### config.mk
export PLATFORM = sky130hd
export DESIGN_NAME = contador_programa_flat
export DESIGN_NICKNAME = d
export VERILOG_FILES = /design/src/rtl/contador_programa_if.sv /design/src/rtl/contador_programa.sv /design/src/flat_wrapper.sv
export SDC_FILE = /design/constraint.sdc
export NUM_CORES = 1
export LEC_CHECK = 0
export CAP_MARGIN = 20
export CORE_MARGIN = 3
export CORE_UTILIZATION = 47
export CTS_CLUSTER_DIAMETER = 100
export DETAILED_ROUTE_END_ITERATION = 8
export GPL_ROUTABILITY_DRIVEN = 0
export PLACE_DENSITY = 0.91
export SLEW_MARGIN = 20
export SYNTH_ARGS = -nofsm -noshare
export SYNTH_HDL_FRONTEND = slang
export SYNTH_SLANG_ARGS = --single-unit
### constraint.sdc
create_clock -name Clock -period 2.95 [get_ports Clock]
set_input_delay 0.885 -clock Clock [delete_from_list [all_inputs] [get_ports Clock]]
set_output_delay 0.885 -clock Clock [all_outputs]
set_load 0.005 [all_outputs]
### src/rtl/contador_programa_if.sv
// Bus between the program-counter stage and the rest of the core.
// Handshake: there is no valid/ready pair here; Habilita is a plain
// per-cycle advance strobe sampled on every rising edge, and the outputs
// describe the registered PC state seen during the current cycle.
interface contador_programa_if #(
  parameter int LARGURA      = 8,
  parameter int LARGURA_CONT = 16
);
  logic                    Habilita;
  logic                    Desvio;
  logic [LARGURA-1:0]      Deslocamento;
  logic                    Salto;
  logic [LARGURA-1:0]      EnderecoSalto;
  logic                    Parar;
  logic [LARGURA-1:0]      PC;
  logic [LARGURA-1:0]      PCMais1;
  logic                    InstrucaoValida;
  logic                    Parado;
  logic [LARGURA_CONT-1:0] Retiradas;
  logic [1:0]              estado;

  modport master (
    output Habilita, Desvio, Deslocamento, Salto, EnderecoSalto, Parar,
    input  PC, PCMais1, InstrucaoValida, Parado, Retiradas, estado
  );

  modport slave (
    input  Habilita, Desvio, Deslocamento, Salto, EnderecoSalto, Parar,
    output PC, PCMais1, InstrucaoValida, Parado, Retiradas, estado
  );
endinterface

### src/rtl/contador_programa.sv
// Program-counter stage: holds the fetch address, offers PC+1 to the
// PC-source mux, selects the next PC (sequential / branch / jump), handles
// stall and halt, and keeps a saturating retired-instruction counter.
// The FSM state is exported on bus.estado for observation.
module contador_programa #(
  parameter int               LARGURA      = 8,
  parameter logic [LARGURA-1:0] VETOR_RESET = '0,
  parameter int               LARGURA_CONT = 16
) (
  input logic                Clock,
  input logic                Reset,
  contador_programa_if.slave bus
);

  typedef enum logic [1:0] {
    INICIO  = 2'd0,
    EXECUTA = 2'd1,
    PARADO  = 2'd2
  } estado_t;

  estado_t                 estado;
  logic [LARGURA-1:0]      pc;
  logic [LARGURA-1:0]      pc_mais1;
  logic [LARGURA-1:0]      alvo_desvio;
  logic [LARGURA_CONT-1:0] retiradas;
  logic                    valida;
  logic                    parado;

  // PC+1 and the branch target both wrap naturally at LARGURA bits; adding
  // the offset at full width is the same as sign-extending it.
  assign pc_mais1    = pc + LARGURA'(1);
  assign alvo_desvio = pc_mais1 + bus.Deslocamento;

  // FSM, PC register and retired counter; status outputs are registered
  // alongside the state so they change on the same edge.
  always_ff @(posedge Clock or posedge Reset) begin
    if (Reset) begin
      estado    <= INICIO;
      pc        <= VETOR_RESET;
      retiradas <= '0;
      valida    <= 1'b0;
      parado    <= 1'b0;
    end else begin
      case (estado)
        INICIO: begin
          estado <= EXECUTA;
          valida <= 1'b1;
        end
        EXECUTA: begin
          if (bus.Habilita) begin
            if (retiradas != {LARGURA_CONT{1'b1}}) begin
              retiradas <= retiradas + LARGURA_CONT'(1);
            end
            if (bus.Parar) begin
              estado <= PARADO;
              valida <= 1'b0;
              parado <= 1'b1;
            end else if (bus.Salto) begin
              pc <= bus.EnderecoSalto;
            end else if (bus.Desvio) begin
              pc <= alvo_desvio;
            end else begin
              pc <= pc_mais1;
            end
          end
        end
        PARADO: begin
          valida <= 1'b0;
          parado <= 1'b1;
        end
        default: begin
          estado <= INICIO;
          valida <= 1'b0;
          parado <= 1'b0;
        end
      endcase
    end
  end

  assign bus.PC              = pc;
  assign bus.PCMais1         = pc_mais1;
  assign bus.InstrucaoValida = valida;
  assign bus.Parado          = parado;
  assign bus.Retiradas       = retiradas;
  assign bus.estado          = estado;

endmodule

### src/flat_wrapper.sv
// flat-port wrapper written by rule: the top's interface ports become plain ports
module contador_programa_flat 
#(
  parameter int               LARGURA      = 8,
  parameter logic [LARGURA-1:0] VETOR_RESET = '0,
  parameter int               LARGURA_CONT = 16
)
  (Clock, Reset, bus_Habilita, bus_Desvio, bus_Deslocamento, bus_Salto, bus_EnderecoSalto, bus_Parar, bus_PC, bus_PCMais1, bus_InstrucaoValida, bus_Parado, bus_Retiradas, bus_estado);
  contador_programa_if #(.LARGURA(LARGURA), .LARGURA_CONT(LARGURA_CONT)) bus_i ();
  input logic Clock;
  input logic Reset;
  input wire logic [$bits(bus_i.Habilita)-1:0] bus_Habilita;
  input wire logic [$bits(bus_i.Desvio)-1:0] bus_Desvio;
  input wire logic [$bits(bus_i.Deslocamento)-1:0] bus_Deslocamento;
  input wire logic [$bits(bus_i.Salto)-1:0] bus_Salto;
  input wire logic [$bits(bus_i.EnderecoSalto)-1:0] bus_EnderecoSalto;
  input wire logic [$bits(bus_i.Parar)-1:0] bus_Parar;
  output wire logic [$bits(bus_i.PC)-1:0] bus_PC;
  output wire logic [$bits(bus_i.PCMais1)-1:0] bus_PCMais1;
  output wire logic [$bits(bus_i.InstrucaoValida)-1:0] bus_InstrucaoValida;
  output wire logic [$bits(bus_i.Parado)-1:0] bus_Parado;
  output wire logic [$bits(bus_i.Retiradas)-1:0] bus_Retiradas;
  output wire logic [$bits(bus_i.estado)-1:0] bus_estado;
  assign bus_i.Habilita = bus_Habilita;
  assign bus_i.Desvio = bus_Desvio;
  assign bus_i.Deslocamento = bus_Deslocamento;
  assign bus_i.Salto = bus_Salto;
  assign bus_i.EnderecoSalto = bus_EnderecoSalto;
  assign bus_i.Parar = bus_Parar;
  assign bus_PC = bus_i.PC;
  assign bus_PCMais1 = bus_i.PCMais1;
  assign bus_InstrucaoValida = bus_i.InstrucaoValida;
  assign bus_Parado = bus_i.Parado;
  assign bus_Retiradas = bus_i.Retiradas;
  assign bus_estado = bus_i.estado;
  contador_programa #(.LARGURA(LARGURA), .VETOR_RESET(VETOR_RESET), .LARGURA_CONT(LARGURA_CONT)) u_core (.Clock(Clock), .Reset(Reset), .bus(bus_i));
endmodule
==> results.cfg <==
[run_status]
outcome = complete, no violations

[power]
p_sw_frac = 0.2077
ir_drop_mv = 0.4494
pwr-share-comb = 0.109
power_density_nw_per_um2 = 289.4
pwr-share-seq = 0.497
power.leakage_nw = 1.211
net-switching-power_mw = 0.1602
internal-power_mw = 0.6110
clkPwrFrac = 0.393

[timing]
hold_violations = 0
tightestPinTransition_ps = 436.2
max_slew_margin = 0.7081
period_needed_ps = 2835
period_share = 0.9611
slew_viol_final = 0
max_freq_mhz = 352.7
clock_skew_ps = 7.990
timing.hold.ws_ps = 514.9
finalSetupViolations = 0

[synthesis]
synth_edf_count = 0
syn_area_um2 = 1862
ys_warn_count = 0
yosysSeqAreaShare = 0.3763
ys_top_cells_by_area = dfrtp_1 38%, ha_1 8.7%, xnor2_1 6.6%
synth_area_per_cell_um2 = 9.597
synth_top_area_cell = dfrtp_1
yosys.area.top_type_share = 0.3763
async_flop_share = 1.000
syn-instance-count = 194
synth.net_count = 230
ys_ff_latch = 28
synth_cell_types = 48
ys.flop_type = dfrtp_1

[worst_setup_path]
crit_fanout = 3
rr_worst_depth = 10
r2r_start = u_core.bus.PC[1]
crit_type = reg -> out
cp.required_ps = 2070
crit_arrival_ps = 1950
r2r_setup_slack_ps = 190
r2r_end = u_core.bus.PC[7]
worst_setup_path_start_kind = flip-flop
crit_path_start = u_core.bus.PC[1]
cp-end-kind = primary output

[clock_network]
numCtsBuffers = 3
root_buffer = clkbuf_8
tritoncts = yes
clockBufferDepth = 2
clkTransAtPathRegs_ps = 90
clock-sinks = 28
htreeDepth = 1
ctsHoldBuffers = 0
worstSkewPairLatency_ps = 280

[die]
pin_count = 58
fp.coreArea_um2 = 3744
die-area_um2 = 4753
die_h_um = 68.94
fp-row-count = 22
start_util = 0.4973
die_width_um = 68.94

[detailed_routing]
ant_nets = 0
drc_errors = 0
vias_per_cell = 5.619
drtIter0Drc = 127
wl_um = 4905
via_count = 1753
dr.pass1.iters = 4
avgRoutedWirePerCell_um = 15.72

[cells_and_area]
fin_nets = 301
multi_input_area_um2 = 1139
fin_util = 0.7119
antenna_cells = 0
final_cells = 312
fill_cells = 297
area.sequential_um2 = 700.7
syn_to_final_growth_pct = 43.15
layout-drive-gt1-share = 0.1364

[grt]
grt_max_degree = 29
grt_usage = 0.2165
grt_pass1_vias = 1670
grt_overflow_total = 0
grt_antenna_before_repair = 0
grt_pass1_wl_um = 7762

[place]
dp.cells = 306
portBuffers = 57
dp_hpwl_um = 3833

[worst_hold_path]
hold_depth = 1
min_path_type = reg -> reg
hp-start = u_core.bus.Retiradas[15]
holdPathEnd = u_core.bus.Retiradas[15]

[run]
drv_cap = 0
-- critical path, cell delays in order (launching register included) --
cell and delay [ps]:
dfrtp_1 400, ha_2 230, nand2_1 80, o21a_1 190, or2_2 310, clkdlybuf4s50_1 460
-- power groups by stage --
stage	combinational [mW]	clock (mW)	sequential [mW]
detailed placement	0.0830	0	0.391
global route	0.0927	0.321	0.384
floorplan	0.0355	0	0.391
global placement	0.0807	0	0.391
CTS	0.0834	0.307	0.383
finish	0.0844	0.303	0.383
-- cells in the mapped netlist, drive strengths merged (2+ instances only) --
library cell / count
o21ai: 8
or2: 4
a31oi: 2
nand2: 14
and4: 2
nor2: 14
nand4: 3
inv: 9
xor2: 8
ha: 13
o21a: 2
nor3b: 2
a21oi: 10
nand3: 13
nand3b: 5
dfrtp: 28
and3: 4
a21o: 2
nor3: 7
mux2: 3
xnor2: 14
a211oi: 5
nor4: 2
clkbuf: 3
-- worst max path at each step --
stage               slack, ps  cells past startpoint               end
floorplan                 340                     10  u_core.bus.PC[7]
global placement           40                      7  u_core.bus.PC[6]
detailed placement        -40                      7  u_core.bus.PC[6]
CTS                        40                      4    bus_PCMais1[5]
global route              -80                     10  u_core.bus.PC[7]
finish                    110                      5    bus_PCMais1[6]
-- cell type report --
type | count | area share
Clock buffer | 3 | 0.01549
Clock inverter | 1 | 0.01127
Inverter | 9 | 0.01268
Multi-Input combinational cell | 154 | 0.4272
Sequential cell | 28 | 0.2629
Tap cell | 48 | 0.02254
Timing Repair Buffer | 69 | 0.2479
-- layout by cell type, fill, tap and decap left out, drive strengths merged, types with 9 or more instances in the layout --
cell type,synthesis,routed
inv,9,9
a21oi,10,10
ha,13,13
nand2,14,14
nand3,13,13
buf,0,12
nor2,14,14
xnor2,14,14
clkdlybuf4s50,0,57
dfrtp,28,28
-- repair_timing --
item	in CTS	in global routing
resized for setup	0	5
endpoints found under the hold margin	0	0
setup buffers	0	2
setup endpoints to repair	0	3
-- logic make-up (layout without fill, tap and decap cells) --
group           Yosys count  count (layout)  synth area share
compound gates           42              42            0.1519
mux                       4               4           0.02352
buf+inv                  12              82           0.02419
xor+xnor                 22              22            0.1035
flops                    28              28            0.3763
fa+ha+maj                14              14           0.09812
simple gates             72              72            0.2224
-- per-stage QoR --
step | TNS, ps | setup WS, ps | instance area (um2) | power, mW
after floorplan | 0 | 340.4 | 1862 | 0.4265
after global placement | 0 | 36.30 | 2556 | 0.4718
after detailed placement | -68.41 | -37.40 | 2556 | 0.4741
after CTS | 0 | 36.68 | 2628 | 0.7736
after global routing | -78.94 | -78.94 | 2665 | 0.7969
final | 0 | 114.6 | 2665 | 0.7712
-- metal layers --
metal / GRT usage / vias up / wire length, um
met5: 0 / - / 0
met4: 0.01946 / 0 / 8
met3: 0.04052 / 2 / 303
met2: 0.3786 / 68 / 2564
met1: 0.2883 / 839 / 2030
li1: - / 844 / -
-- flip-flops by register name (all words and copies together), names as in the netlist --
signal and flops:
u_core.bus.estado 2, u_core.bus.PC 8, u_core.bus.Parado 1, u_core.bus.Retiradas 16, u_core.bus.InstrucaoValida 1
No activity file was read; power rests on OpenSTA's default activity.
